[src/rtl/truth_table_sweeper.sv]
// Sweeps a 4-input logic function through all 16 input vectors, samples f after a
// settle interval and scores the sampled truth table against EXPECTED.
module truth_table_sweeper #(
   parameter logic [15:0] EXPECTED      = 16'hB2C4,
   parameter int          SETTLE_CYCLES = 2
) (
   input  logic        clk,
   input  logic        rst_n,
   input  logic        start,
   input  logic        abort,
   input  logic        f,
   output logic        a,
   output logic        b,
   output logic        c,
   output logic        d,
   output logic        busy,
   output logic        done,
   output logic        pass,
   output logic [4:0]  fail_count,
   output logic [3:0]  first_fail_idx,
   output logic [15:0] captured
);

   typedef enum logic [1:0] {
      S_IDLE,
      S_DRIVE,
      S_SAMPLE,
      S_DONE
   } state_t;

   localparam logic [7:0] SETTLE_LAST = 8'(SETTLE_CYCLES - 1);

   state_t     state;
   logic [3:0] idx;
   logic [7:0] cnt;

   // idx is itself a register and is forced to 0 on every return to IDLE,
   // so the datapath inputs are registered and idle-low without a shadow copy.
   assign {a, b, c, d} = idx;

   always_ff @(posedge clk) begin
      if (!rst_n) begin
         state          <= S_IDLE;
         idx            <= 4'd0;
         cnt            <= 8'd0;
         busy           <= 1'b0;
         done           <= 1'b0;
         pass           <= 1'b0;
         fail_count     <= 5'd0;
         first_fail_idx <= 4'd0;
         captured       <= 16'd0;
      end else begin
         done <= 1'b0;
         case (state)
            S_IDLE: begin
               if (start) begin
                  idx            <= 4'd0;
                  cnt            <= 8'd0;
                  fail_count     <= 5'd0;
                  pass           <= 1'b0;
                  captured       <= 16'd0;
                  first_fail_idx <= 4'd0;
                  busy           <= 1'b1;
                  state          <= S_DRIVE;
               end
            end

            S_DRIVE: begin
               if (abort) begin
                  idx   <= 4'd0;
                  cnt   <= 8'd0;
                  pass  <= 1'b0;
                  busy  <= 1'b0;
                  state <= S_IDLE;
               end else if (cnt == SETTLE_LAST) begin
                  cnt   <= 8'd0;
                  state <= S_SAMPLE;
               end else begin
                  cnt <= cnt + 8'd1;
               end
            end

            S_SAMPLE: begin
               // An abort landing on the sample cycle discards that sample.
               if (abort) begin
                  idx   <= 4'd0;
                  cnt   <= 8'd0;
                  pass  <= 1'b0;
                  busy  <= 1'b0;
                  state <= S_IDLE;
               end else begin
                  captured[idx] <= f;
                  if (f != EXPECTED[idx]) begin
                     fail_count <= fail_count + 5'd1;
                     if (fail_count == 5'd0) begin
                        first_fail_idx <= idx;
                     end
                  end
                  if (idx == 4'd15) begin
                     busy  <= 1'b0;
                     done  <= 1'b1;
                     state <= S_DONE;
                  end else begin
                     idx   <= idx + 4'd1;
                     state <= S_DRIVE;
                  end
               end
            end

            S_DONE: begin
               pass  <= (fail_count == 5'd0);
               idx   <= 4'd0;
               state <= S_IDLE;
            end

            default: begin
               idx   <= 4'd0;
               cnt   <= 8'd0;
               busy  <= 1'b0;
               state <= S_IDLE;
            end
         endcase
      end
   end

endmodule

[config.mk]
export PLATFORM = sky130hd
export DESIGN_NAME = truth_table_sweeper
export DESIGN_NICKNAME = d
export VERILOG_FILES = /design/src/rtl/truth_table_sweeper.sv
export SDC_FILE = /design/constraint.sdc
export NUM_CORES = 1
export LEC_CHECK = 0
export BUFFER_PORTS_ARGS = -buffer_cell sky130_fd_sc_hd__buf_2
export CORE_MARGIN = 10
export CORE_UTILIZATION = 53
export DETAILED_ROUTE_END_ITERATION = 10
export PLACE_DENSITY = 0.75
export SYNTH_ARGS = -nofsm -noshare
export SYNTH_HDL_FRONTEND = slang
export SYNTH_SLANG_ARGS = --single-unit
[constraint.sdc]
create_clock -name clk -period 2.3 [get_ports clk]
set_input_delay 0.46 -clock clk [delete_from_list [all_inputs] [get_ports clk]]
set_output_delay 0.46 -clock clk [all_outputs]
set_load 0.01 [all_outputs]
==> flow_results.org <==
** Clock network
- Clock-pin slew was measured on the worst setup and hold paths at 80 ps.
- The clock net in this run drives a total of 43 sinks.
- The number of clock buffers added by TritonCTS is 5.
- Clock tree from TritonCTS :: yes
- Worst-case clock buffer depth :: 2
- CTS root buffer :: sky130_fd_sc_hd__clkbuf_8
- The clock tree synthesis step divided the H-tree into 2 levels.
- Clock Latency Late Sink :: 290 ps
- CTS Hold Bufs :: 0

** Timing
- Clock skew after layout :: 5.97 ps
- Headroom to the max-slew limit came out at 63.9%.
- Adding up every negative setup slack in the final design gives 0 ps.
- The number of hold-slack violations in the final timing report is 0.
- At the pin with the least slew margin, the transition time is 539 ps.
- Derived from the worst setup path, the maximum achievable clock frequency is 511 MHz.
- Number of failing setup endpoints in the final timing report :: 0
- Post-route clock period utilization :: 85.1%
- For the finished layout, the period the worst path requires is 1960 ps.
- Setup repair after global routing left no endpoint under its margin.
- The max-slew violation count is 0.

** Synthesis
- The share of synthesized area in the top cell type comes to 35.4%.
- Yosys mapped a number of flops with a built-in enable equal to 0.
- Cell types with the largest area share after synthesis :: sky130_fd_sc_hd__dfxtp_1, sky130_fd_sc_hd__ha_1, sky130_fd_sc_hd__a21oi_1
- Cell accounting for the most synthesized area :: sky130_fd_sc_hd__dfxtp_1
- A synthesized cell averages 8.90 um2.
- The synthesized netlist contains 58 unique library cells.
- The cell area that synthesis handed to floorplanning was 0.00243 mm2.
- Top flip-flop cell by instance count after synthesis :: sky130_fd_sc_hd__dfxtp_1
- Counting flops with an async set or reset pin after synthesis yields a share of 0%.
- Post-Synthesis Net Count :: 291
- Synthesis-stage register bit count :: 43
- Count of synthesis-stage warnings from yosys :: 0
- Sequential fraction of the synthesis area :: 35.4%
- Post-Synthesis Cells :: 273

** Pwr
- Total power consumption of the routed design :: 1410 uW
- Of the total power, the share spent switching nets is 27.0%.
- Internal power comes to 1030 uW.
- Switching power summed over all nets :: 381 uW
- Across the VDD grid, the largest voltage drop is 0.284 mV.
- In this run the static leakage power is 0.00107 uW.
- Relative contribution of sequential cells to total power :: 54.2%
- Per report_power, the clock group accounts for 32.6% of the total.
- Per report_power, the combinational group accounts for 13.2% of the total.
- PD cells :: 527 mW/mm2

** Global route
- Global routing consumed, over all layers together, 14.0% of the routing resources.
- Global routing finished with a remaining overflow of 0.
- Entering global routing, the biggest net connects 16 pins.
- The first global-routing pass estimated 8.82 mm of wire.
- The number of antenna violations at the first check in global routing came to 0.
- Via count of the first global-routing pass :: 1905

** Die
- Die area :: 0.00769 mm2
- Row count :: 24
- Die Wd :: 87.7 um
- The die is 87.7 um tall.
- Number of ports placed on the die boundary :: 37
- Initial core utilization :: 55.4%
- Area inside the core boundary :: 0.00438 mm2

** Flow run
- Across the run, the number of max-cap violations was 0.

** Place
- PortBufs :: 36
- Half-perimeter wire length after detailed placement :: 3.98 mm
- RePlAce Congestion :: 0.856

** Worst setup path
- Of all nets on the critical path, the largest fanout is 15.
- Data on the critical path is required at its endpoint by 2520 ps.
- Family of cells with the greatest summed delay on the critical path :: simple AND/OR/NAND/NOR gates
- Critical-path cell list :: inv_1 -> ha_2 -> buf_4 -> nand3b_1 -> and2_0 -> a22oi_1 -> a21oi_1
- Together, buffers and inverters on the worst path number 2.
- Stage delay of the slowest cell on the critical path :: 360 ps
- The largest individual stage delay along the critical path comes from the cell sky130_fd_sc_hd__ha_2.
- Kind of capture point of the worst setup path :: flip-flop
- STA classifies the critical path startpoint as a flip-flop.
- Critical Path AT :: 2180 ps
- Start-to-end type of the worst setup path :: reg2reg

** Detailed routing
- In the final routed layout, each cell accounts on average for 14.8 um.
- For this block, the via count after detailed routing is 2017.
- Drt total wl :: 5.30 mm
- Detailed-route vias per instance :: 5.62
- Antenna Violating Nets Remaining :: 0
- In this run, the number of DRC markers left after iteration 0 of detailed routing was 92.
- Pre-antenna DRT Iters :: 4
- Detailed-route DRC error count :: 0

** Final layout
- At the end of the flow, the number of nets in the layout was 324.
- Proportion of layout cells with a drive suffix above 1 :: 23.5%
- The number of antenna diodes in the final layout is 0.
- Area added between synthesis and finish :: 10.5%

** Worst hold path
- Worst hold path type :: reg2reg

** Run status
- The run finished with clean final reports.
## power by group through the flow
stage / sequential, uW / clock (uW) / combinational (uW)
2_1_floorplan: 785 / 0 / 150
3_3_place_gp: 783 / 0 / 185
3_5_place_dp: 785 / 0 / 186
4_1_cts: 767 / 474 / 188
5_1_grt: 769 / 505 / 206
6_report: 767 / 461 / 187
## registers in the layout (all words and copies together), names as in the netlist, named ones only
name	flops
busy	1
captured	16
cnt	8
done	1
fail_count	5
first_fail_idx	4
idx	4
pass	1
state	2
## cell usage after synthesis (2+ instances only)
master                      count
sky130_fd_sc_hd__a22oi_1        5
sky130_fd_sc_hd__o21ai_0       13
sky130_fd_sc_hd__nor4b_1        2
sky130_fd_sc_hd__mux2i_1        2
sky130_fd_sc_hd__xor2_1         4
sky130_fd_sc_hd__nor4_4         2
sky130_fd_sc_hd__buf_6          5
sky130_fd_sc_hd__nand3_1       11
sky130_fd_sc_hd__o21ai_2        2
sky130_fd_sc_hd__and3_1         2
sky130_fd_sc_hd__clkbuf_1       2
sky130_fd_sc_hd__a21oi_1       25
sky130_fd_sc_hd__a32oi_1        6
sky130_fd_sc_hd__nand4_1        4
sky130_fd_sc_hd__o211ai_1       2
sky130_fd_sc_hd__and2_1         3
sky130_fd_sc_hd__a211oi_1       2
sky130_fd_sc_hd__ha_1          13
sky130_fd_sc_hd__xnor2_1        8
sky130_fd_sc_hd__nor3_4         2
sky130_fd_sc_hd__buf_4          3
sky130_fd_sc_hd__nand3b_1       2
sky130_fd_sc_hd__or2_2          4
sky130_fd_sc_hd__o2bb2ai_1      2
sky130_fd_sc_hd__nand2_1       23
sky130_fd_sc_hd__inv_1         14
sky130_fd_sc_hd__nor2_1        22
sky130_fd_sc_hd__dfxtp_1       43
sky130_fd_sc_hd__buf_2          4
sky130_fd_sc_hd__nor3_1         6
sky130_fd_sc_hd__a21boi_0       8
## tightest hold or removal path, cell delays in order, from the launching register on
cell	delay (ps)
sky130_fd_sc_hd__dfxtp_1	310
sky130_fd_sc_hd__nand2_1	50
sky130_fd_sc_hd__a21oi_1	50
## through the flow
step / cell area [um2] / utilization, % / worst slack [ps] / std cells / hold WS, ps
after floorplan: 2430 / - / 609 / 273 / 476
after global placement: 2600 / 59.3 / 323 / 351 / 438
after detailed placement: 2600 / 59.3 / 224 / 351 / 446
after CTS: 2680 / 61.2 / 164 / 359 / 454
after global routing: 2680 / 61.2 / 97.3 / 359 / 481
final: 2680 / 61.2 / 343 / 359 / 456
## cell type report
type	instances	area [um2]
Fill cell	410	1700
Timing Repair Buffer	42	225
Multi-Input combinational cell	200	1400
Inverter	14	52.6
Clock inverter	1	5.00
Sequential cell	43	861
Tap cell	52	65.1
Clock buffer	7	76.3
## metal layers
metal | up-vias | track usage, % | wire length, um
met1 | 944 | 18.2 | 2400
met2 | 44 | 21.2 | 2420
met5 | - | 0 | 0
li1 | 1024 | - | -
met3 | 5 | 5.11 | 433
met4 | 0 | 4.06 | 48
## repair_timing
item	4_1_cts	5_1_grt
setup endpoints to repair	0	4
buffers inserted	0	0
resized for setup	0	1
## cells by family after synthesis
kind of cell / synth area share, %
flops: 35.4
compound gates: 20.0
xor+xnor: 4.33
simple gates: 25.0
buf+inv: 7.06
mux: 1.44
fa+ha+maj: 6.70
## cells in the final DEF (no fill, tap or decap), types with 11 or more instances in the layout
cell type | netlist | final
sky130_fd_sc_hd__dfxtp_1 | 43 | 43
sky130_fd_sc_hd__buf_2 | 4 | 36
sky130_fd_sc_hd__a21oi_1 | 25 | 25
sky130_fd_sc_hd__nand2_1 | 23 | 23
sky130_fd_sc_hd__nor2_1 | 22 | 22
sky130_fd_sc_hd__inv_1 | 14 | 14
sky130_fd_sc_hd__o21ai_0 | 13 | 13
sky130_fd_sc_hd__ha_1 | 13 | 12
sky130_fd_sc_hd__nand3_1 | 11 | 11
## worst paths after layout
check | cells after the start | slack, ps | end | start
hold / removal | 2 | 460 | first_fail_idx[2] | first_fail_idx[2]
setup reg to reg | 7 | 340 | captured[11] | state[0]
hold reg to reg | 2 | 460 | first_fail_idx[2] | first_fail_idx[2]
setup / recovery | 7 | 340 | captured[11] | state[0]
Power figures use the tool's default switching activity.
